`config.mk`:
```
export PLATFORM = sky130hd
export DESIGN_NAME = uart_receiver
export DESIGN_NICKNAME = d
export VERILOG_FILES = /design/src/rtl/uart_receiver.sv
export SDC_FILE = /design/constraint.sdc
export NUM_CORES = 1
export LEC_CHECK = 0
export BUFFER_PORTS_ARGS = -buffer_cell sky130_fd_sc_hd__buf_2
export CAP_MARGIN = 5
export CORE_UTILIZATION = 51
export CTS_CLUSTER_SIZE = 12
export DETAILED_ROUTE_END_ITERATION = 6
export PLACE_DENSITY = 0.74
export SLEW_MARGIN = 25
export SYNTH_ARGS = -nofsm -noshare
export SYNTH_HDL_FRONTEND = slang
export SYNTH_SLANG_ARGS = --single-unit
```
`constraint.sdc`:
```
create_clock -name clk -period 1.6 [get_ports clk]
set_input_delay 0.08 -clock clk [delete_from_list [all_inputs] [get_ports clk]]
set_output_delay 0.08 -clock clk [all_outputs]
set_load 0.005 [all_outputs]
```
`src/rtl/uart_receiver.sv`:
```
// 8-bit UART receiver (8N1, LSB first) oversampled by CLKS_PER_BIT system clocks per bit.
// Emits the received byte with a one-cycle done pulse and flags a low stop bit with frame_err.
module uart_receiver #(
    parameter int CLKS_PER_BIT = 16
) (
    input  logic       clk,
    input  logic       rst,
    input  logic       en,
    input  logic       rx,
    output logic [7:0] out,
    output logic       done,
    output logic       busy,
    output logic       frame_err
);
    localparam int CW = $clog2(CLKS_PER_BIT);
    localparam logic [CW-1:0] HALF_M1 = CW'(CLKS_PER_BIT / 2 - 1);
    localparam logic [CW-1:0] FULL_M1 = CW'(CLKS_PER_BIT - 1);

    localparam logic [2:0] S_IDLE  = 3'd0;
    localparam logic [2:0] S_START = 3'd1;
    localparam logic [2:0] S_DATA  = 3'd2;
    localparam logic [2:0] S_STOP  = 3'd3;
    localparam logic [2:0] S_BREAK = 3'd4;

    logic [2:0]    state_q, state_d;
    logic          sync1_q, sync2_q;
    logic [CW-1:0] cnt_q, cnt_d;
    logic [2:0]    bit_q, bit_d;
    logic [7:0]    shift_q, shift_d;
    logic [7:0]    out_q, out_d;
    logic          done_q, done_d;
    logic          ferr_q, ferr_d;
    logic          rx_s;

    assign rx_s = sync2_q;

    always_comb begin
        state_d = state_q;
        cnt_d   = cnt_q;
        bit_d   = bit_q;
        shift_d = shift_q;
        out_d   = out_q;
        done_d  = 1'b0;
        ferr_d  = 1'b0;
        case (state_q)
            S_IDLE: begin
                if (en && !rx_s) begin
                    state_d = S_START;
                    cnt_d   = '0;
                end
            end
            S_START: begin
                // Mid start bit: a line that has gone high again was only a glitch.
                if (cnt_q == HALF_M1) begin
                    cnt_d = '0;
                    if (rx_s) begin
                        state_d = S_IDLE;
                    end else begin
                        state_d = S_DATA;
                        bit_d   = '0;
                    end
                end else begin
                    cnt_d = cnt_q + CW'(1);
                end
            end
            S_DATA: begin
                if (cnt_q == FULL_M1) begin
                    cnt_d   = '0;
                    shift_d = {rx_s, shift_q[7:1]};
                    bit_d   = bit_q + 3'd1;
                    if (bit_q == 3'd7) state_d = S_STOP;
                end else begin
                    cnt_d = cnt_q + CW'(1);
                end
            end
            S_STOP: begin
                if (cnt_q == FULL_M1) begin
                    cnt_d = '0;
                    if (rx_s) begin
                        out_d   = shift_q;
                        done_d  = 1'b1;
                        state_d = S_IDLE;
                    end else begin
                        ferr_d  = 1'b1;
                        state_d = S_BREAK;
                    end
                end else begin
                    cnt_d = cnt_q + CW'(1);
                end
            end
            // A held-low line is reported once, then ignored until it returns high.
            S_BREAK: begin
                if (rx_s) state_d = S_IDLE;
            end
            default: state_d = S_IDLE;
        endcase
    end

    always_ff @(posedge clk or posedge rst) begin
        if (rst) begin
            state_q <= S_IDLE;
            sync1_q <= 1'b1;
            sync2_q <= 1'b1;
            cnt_q   <= '0;
            bit_q   <= '0;
            out_q   <= 8'h00;
            done_q  <= 1'b0;
            ferr_q  <= 1'b0;
        end else begin
            state_q <= state_d;
            sync1_q <= rx;
            sync2_q <= sync1_q;
            cnt_q   <= cnt_d;
            bit_q   <= bit_d;
            out_q   <= out_d;
            done_q  <= done_d;
            ferr_q  <= ferr_d;
        end
    end

    always_ff @(posedge clk) begin
        shift_q <= shift_d;
    end

    assign out       = out_q;
    assign done      = done_q;
    assign frame_err = ferr_q;
    assign busy      = (state_q == S_START) || (state_q == S_DATA) ||
                       (state_q == S_STOP)  || (state_q == S_BREAK);
endmodule
```
[Word level (Yosys, flattened, before mapping)]
Index checks and enable logic that the tools add are counted.
Operators by class
  $add $sub $neg: 2
  equal/unequal tests: 14
  mux-type cells: 23
  reductions and logical operators: 14
Operators by type and width (number)
  $mux 3: 10
  $pmux 3 s5: 1
  $ne 2x2->1 const B: 7
  $mux 4: 3
  $pmux 4 s3: 1
  $eq 3x2->1 const B: 2
  $eq 3x3->1 const B: 2
  $mux 1: 6
  $pmux 3 s2: 1
  $reduce_and 6->1: 1
  $add 4x1->4 const B: 1
  $eq 4x3->1 const B: 1
  $eq 4x4->1 const B: 1
  $reduce_and 2->1: 2
  $reduce_and 4->1: 1
  $add 3x1->3 const B: 1
  $eq 3x1->1 const B: 1
  $logic_not 3->1: 1
  $logic_or 1x1->1: 3
  $reduce_and 3->1: 1
  $reduce_bool 3->1: 1
  $mux 2: 1
  $reduce_bool 2->1: 1
  $reduce_or 2->1: 1
  other kinds (2): 2
Word-level totals
  register bits: 30
  bits of input ports: 4
  output and inout bits: 11
  logic and storage cells: 62

[Longest topological paths before layout]
  depth in word-level cells: 4
  mapped depth: 5

[Least setup slack after synthesis]
OpenSTA, ideal clock, no wires.
  path type: register to register
  start: register cnt_q[0]
  end: register shift_q[0] (enable)
  library setup time: 325 ps
  arrival time: 1272 ps
  setup slack: 3 ps
  cell stages (with the launch flop): 5
  path buffers: 0
  period minus slack after synthesis: 1597 ps
  path through: dfrtp_1 > ha_1 > and3_1 > nand3_1 > inv_1
Between the ends
  cells in the longest elaborated chain, start to end: 2
Ends and longest elaborated chain
  start: declaration: line 27  | logic [CW-1:0] cnt_q, cnt_d;
  start signal: assignment: line 113  | cnt_q <= cnt_d;
  $eq 4x4->1: line 67  | if (cnt_q == FULL_M1) begin
  $reduce_and 2->1 (no source line)
  end signal: assignment: line 122  | shift_q <= shift_d;
  end: declaration: line 29  | logic [7:0] shift_q, shift_d;
No other way between the ends.
A chain may end at the register's enable or synchronous reset.

[Worst setup path after layout]
  start: register cnt_q[0]
  end: register out_q[7] (netlist: out[7])
Between the ends
  cells in the longest elaborated chain, start to end: 2
Ends and longest elaborated chain
  $eq 4x4->1: line 77  | if (cnt_q == FULL_M1) begin
  $reduce_and 3->1 (no source line)
  end signal: assignment: line 115  | out_q <= out_d;
  end: declaration: line 30  | logic [7:0] out_q, out_d;
No other way between the ends.

==> impl_metrics.yaml <==
die:
  core_um2: 2480
  design.die.area_um2: 2850
  pin_count: 15
  initial_core_util_pct: 54.4
  rows: 18
  die_h_um: 53.4
  die_w_um: 53.4
place:
  gp_congestion: 0.828
  portBuffers: 14
  dpl_cell_area_um2: 1500
  dp_hpwl_um: 1720
sta:
  max_freq_mhz: 657
  hold_viol_final: 0
  rsz0062_at_grt: "no"
  worstMarginPinSlew_ns: 0.274
  slew_headroom_pct: 81.5
  setup_viol_count_final: 0
  totalNegativeSetupSlack_ns: 0
  maxSlewViolCount: 0
  finalCritPeriodShare_pct: 95.2
  skew_ns: 0.0130
  finalWorstPathRequiredPeriod_ns: 1.52
  holdWs_ns: 0.177
final_layout:
  drive_above_1_share_pct: 36.8
  nets: 139
  finalInstanceArea_um2: 1580
  fill_cells: 200
  area_growth_pct: 17.0
  num_antenna_cells: 0
global_routing:
  antenna_found_initial: 0
  grt_use_total_pct: 20.9
  grt-ovfl-total: 0
  grt_max_degree: 23
  grt_pass1_wl_um: 4040
  grt_pass1_vias: 862
critical_path:
  end_kind: "flip-flop"
  worstSetupStartpointType: "flip-flop"
  crit_chain: "ha_1, and3_2, nand4_4, mux2_2"
  cpPeakStageDelay_ns: 0.41
  arrival_ns: 1.73
  cp_max_fo: 9
  required_ns: 1.81
  crit_slowest_cell: "dfrtp_1"
  worst-r2r-setup-slack_ns: 0.08
  r2r_cells: 4
  worst-setup-path-type: "reg -> reg"
cts:
  clock_latency_ns: 0.33
  numCtsBuffers: 5
  cts.sinks: 30
  path_clk_slew_ns: 0.09
  htreeDepth: 2
  tritoncts: "done"
  clockRootBuffer: "clkbuf_4"
  clockBufferDepth: 2
  post_cts_buffers: 0
logic_synthesis:
  synthTopCellsByArea: "dfrtp_1 37%, edfxtp_1 18%, mux2_2 7.5%, dfstp_2 3.9%, mux2i_1 3.7%"
  yosysMostFrequentCell: "dfrtp_1"
  ys_types: 39
  yosys_warnings: 0
  syn_area_per_cell_um2: 13.0
  synth_xor_area_share_pct: 1.30
  synth_top_cell_by_area: "dfrtp_1"
  synthArstFlopShare_pct: 73.3
  synth_compound_area_share_pct: 10.5
  synth_top_area_share_pct: 37.1
  synth.cells.most_frequent: "20 x dfrtp_1, 9 x inv_1, 9 x mux2_2"
  synthCells: 104
  yosys.area_share.simple_pct: 10.7
  synth-adder-area-share_pct: 2.79
  netlist_area_um2: 1350
  synth-edff-count: 8
  yosysSeqAreaShare_pct: 58.9
  synth_top_family_by_area: "multiplexers"
  ys_seq_elements: 30
  synth_ff_type: "dfrtp_1"
  synthMuxAreaShare_pct: 11.2
  syn_nets: 111
power_and_ir_drop:
  p_per_area_nw_per_um2: 780
  power.switching_mw: 0.264
  switching_share_pct: 21.5
  ir_drop_v: 0.000739
  p_int_mw: 0.965
  pwr-share-seq_pct: 64.6
  p_comb_share_pct: 1.8
  power_leakage_nw: 0.746
  p_clk_share_pct: 33.6
min_path:
  hp-class: "in -> reg"
  hold_depth: 4
routing:
  drt-total-wl_um: 2400
  drt-wirelength-per-cell_um: 14.7
  route.detailed.drc: 0
  vias_per_cell: 5.52
  first_pass_iters: 4
  vias: 899
  antenna_left: 0
  drt_iter0_drc: 20
run_status:
  outcome: "complete, no violations"
run:
  maxCapViolations: 0
[cells in the final DEF (no fill, tap or decap), drive strengths merged]
cell type	count
nor4b	1
dlygate4sd3	2
mux2	9
and2b	1
a22o	1
and3	1
mux2i	5
o31ai	1
o21ai	5
o21ba	2
nand3	4
a41o	1
a32o	1
inv	9
a31oi	1
o2bb2ai	1
nor2	3
nand2	3
a211oi	1
clkinv	2
nor3b	1
nand3b	1
xnor2	2
or3b	1
nand2b	1
a32oi	1
a21oi	5
or4b	1
ha	3
dfrtp	20
buf	24
clkbuf	6
nand4bb	1
dfstp	2
edfxtp	8
nor2b	1
nand4	1
[cells by family (layout without fill, tap and decap cells)]
| kind of cell | count (synthesis) | count (layout) |
|---|---|---|
| flops | 30 | 30 |
| simple gates | 21 | 21 |
| compound gates | 20 | 20 |
| mux | 14 | 14 |
| buf+inv | 14 | 43 |
| fa+ha+maj | 3 | 3 |
| xor+xnor | 2 | 2 |
[final timing paths]
kind | endpoint | startpoint
setup / recovery | out[7] | cnt_q[0]
hold / removal | cnt_q[2] | en
setup reg to reg | out[7] | cnt_q[0]
hold reg to reg | rx_s | sync1_q
max in group asynchronous | rx_s | rst
min in group asynchronous | out[2] | rst
[per-layer routing]
layer / up-vias / share of wire (%) / GRT usage, %
li1: 430 / - / -
met1: 439 / 45 / 26.9
met2: 22 / 48 / 31.0
met3: 8 / 5.0 / 7.76
met4: 0 / 2.0 / 9.21
met5: - / 0 / 0
[state kept, by name, summed over array words and instances, names as in the netlist, 3 cells and up]
name	cells
out	8
shift_q	8
cnt_q	4
bit_q	3
state_q	3
[critical path: cells and delay by family, from the launching register on]
kind	cells	cell delay, ns
mux	1	0.35
flops	1	0.41
simple gates	2	0.42
fa+ha+maj	1	0.22
[through the flow]
step / std cells / total power [mW] / utilization, % / worst slack [ns]
finish: 163 / 1.23 / 63.6 / 0.0772
global route: 163 / 1.30 / 63.6 / 0.000568
CTS: 163 / 1.25 / 63.5 / 0.0719
detailed placement: 153 / 0.828 / 60.6 / 0.0921
global placement: 153 / 0.828 / 60.6 / 0.123
floorplan: 104 / 0.821 / - / 0.00349
[final cells by class]
cell class / count / area (µm²) / area share, %
Clock inverter: 2 / 10.0 / 0.635
Clock buffer: 6 / 41.3 / 2.62
Timing Repair Buffer: 26 / 165 / 10.5
Sequential cell: 30 / 793 / 50.3
Multi-Input combinational cell: 60 / 495 / 31.4
Tap cell: 30 / 37.5 / 2.38
Inverter: 9 / 33.8 / 2.14
[power groups by stage]
stage               sequential (mW)  clock (mW)  combinational (mW)
global route                  0.795       0.474              0.0257
finish                        0.794       0.413              0.0220
global placement              0.809           0              0.0187
detailed placement            0.809           0              0.0190
floorplan                     0.806           0              0.0148
CTS                           0.794       0.430              0.0228
[repair_timing]
item / in CTS / in global routing
hold buffers: 2 / 0
resized for setup: 0 / 2
endpoints found under the setup margin: 0 / 7
endpoints found under the hold margin: 21 / 0
No activity file was read; power rests on OpenSTA's default activity.
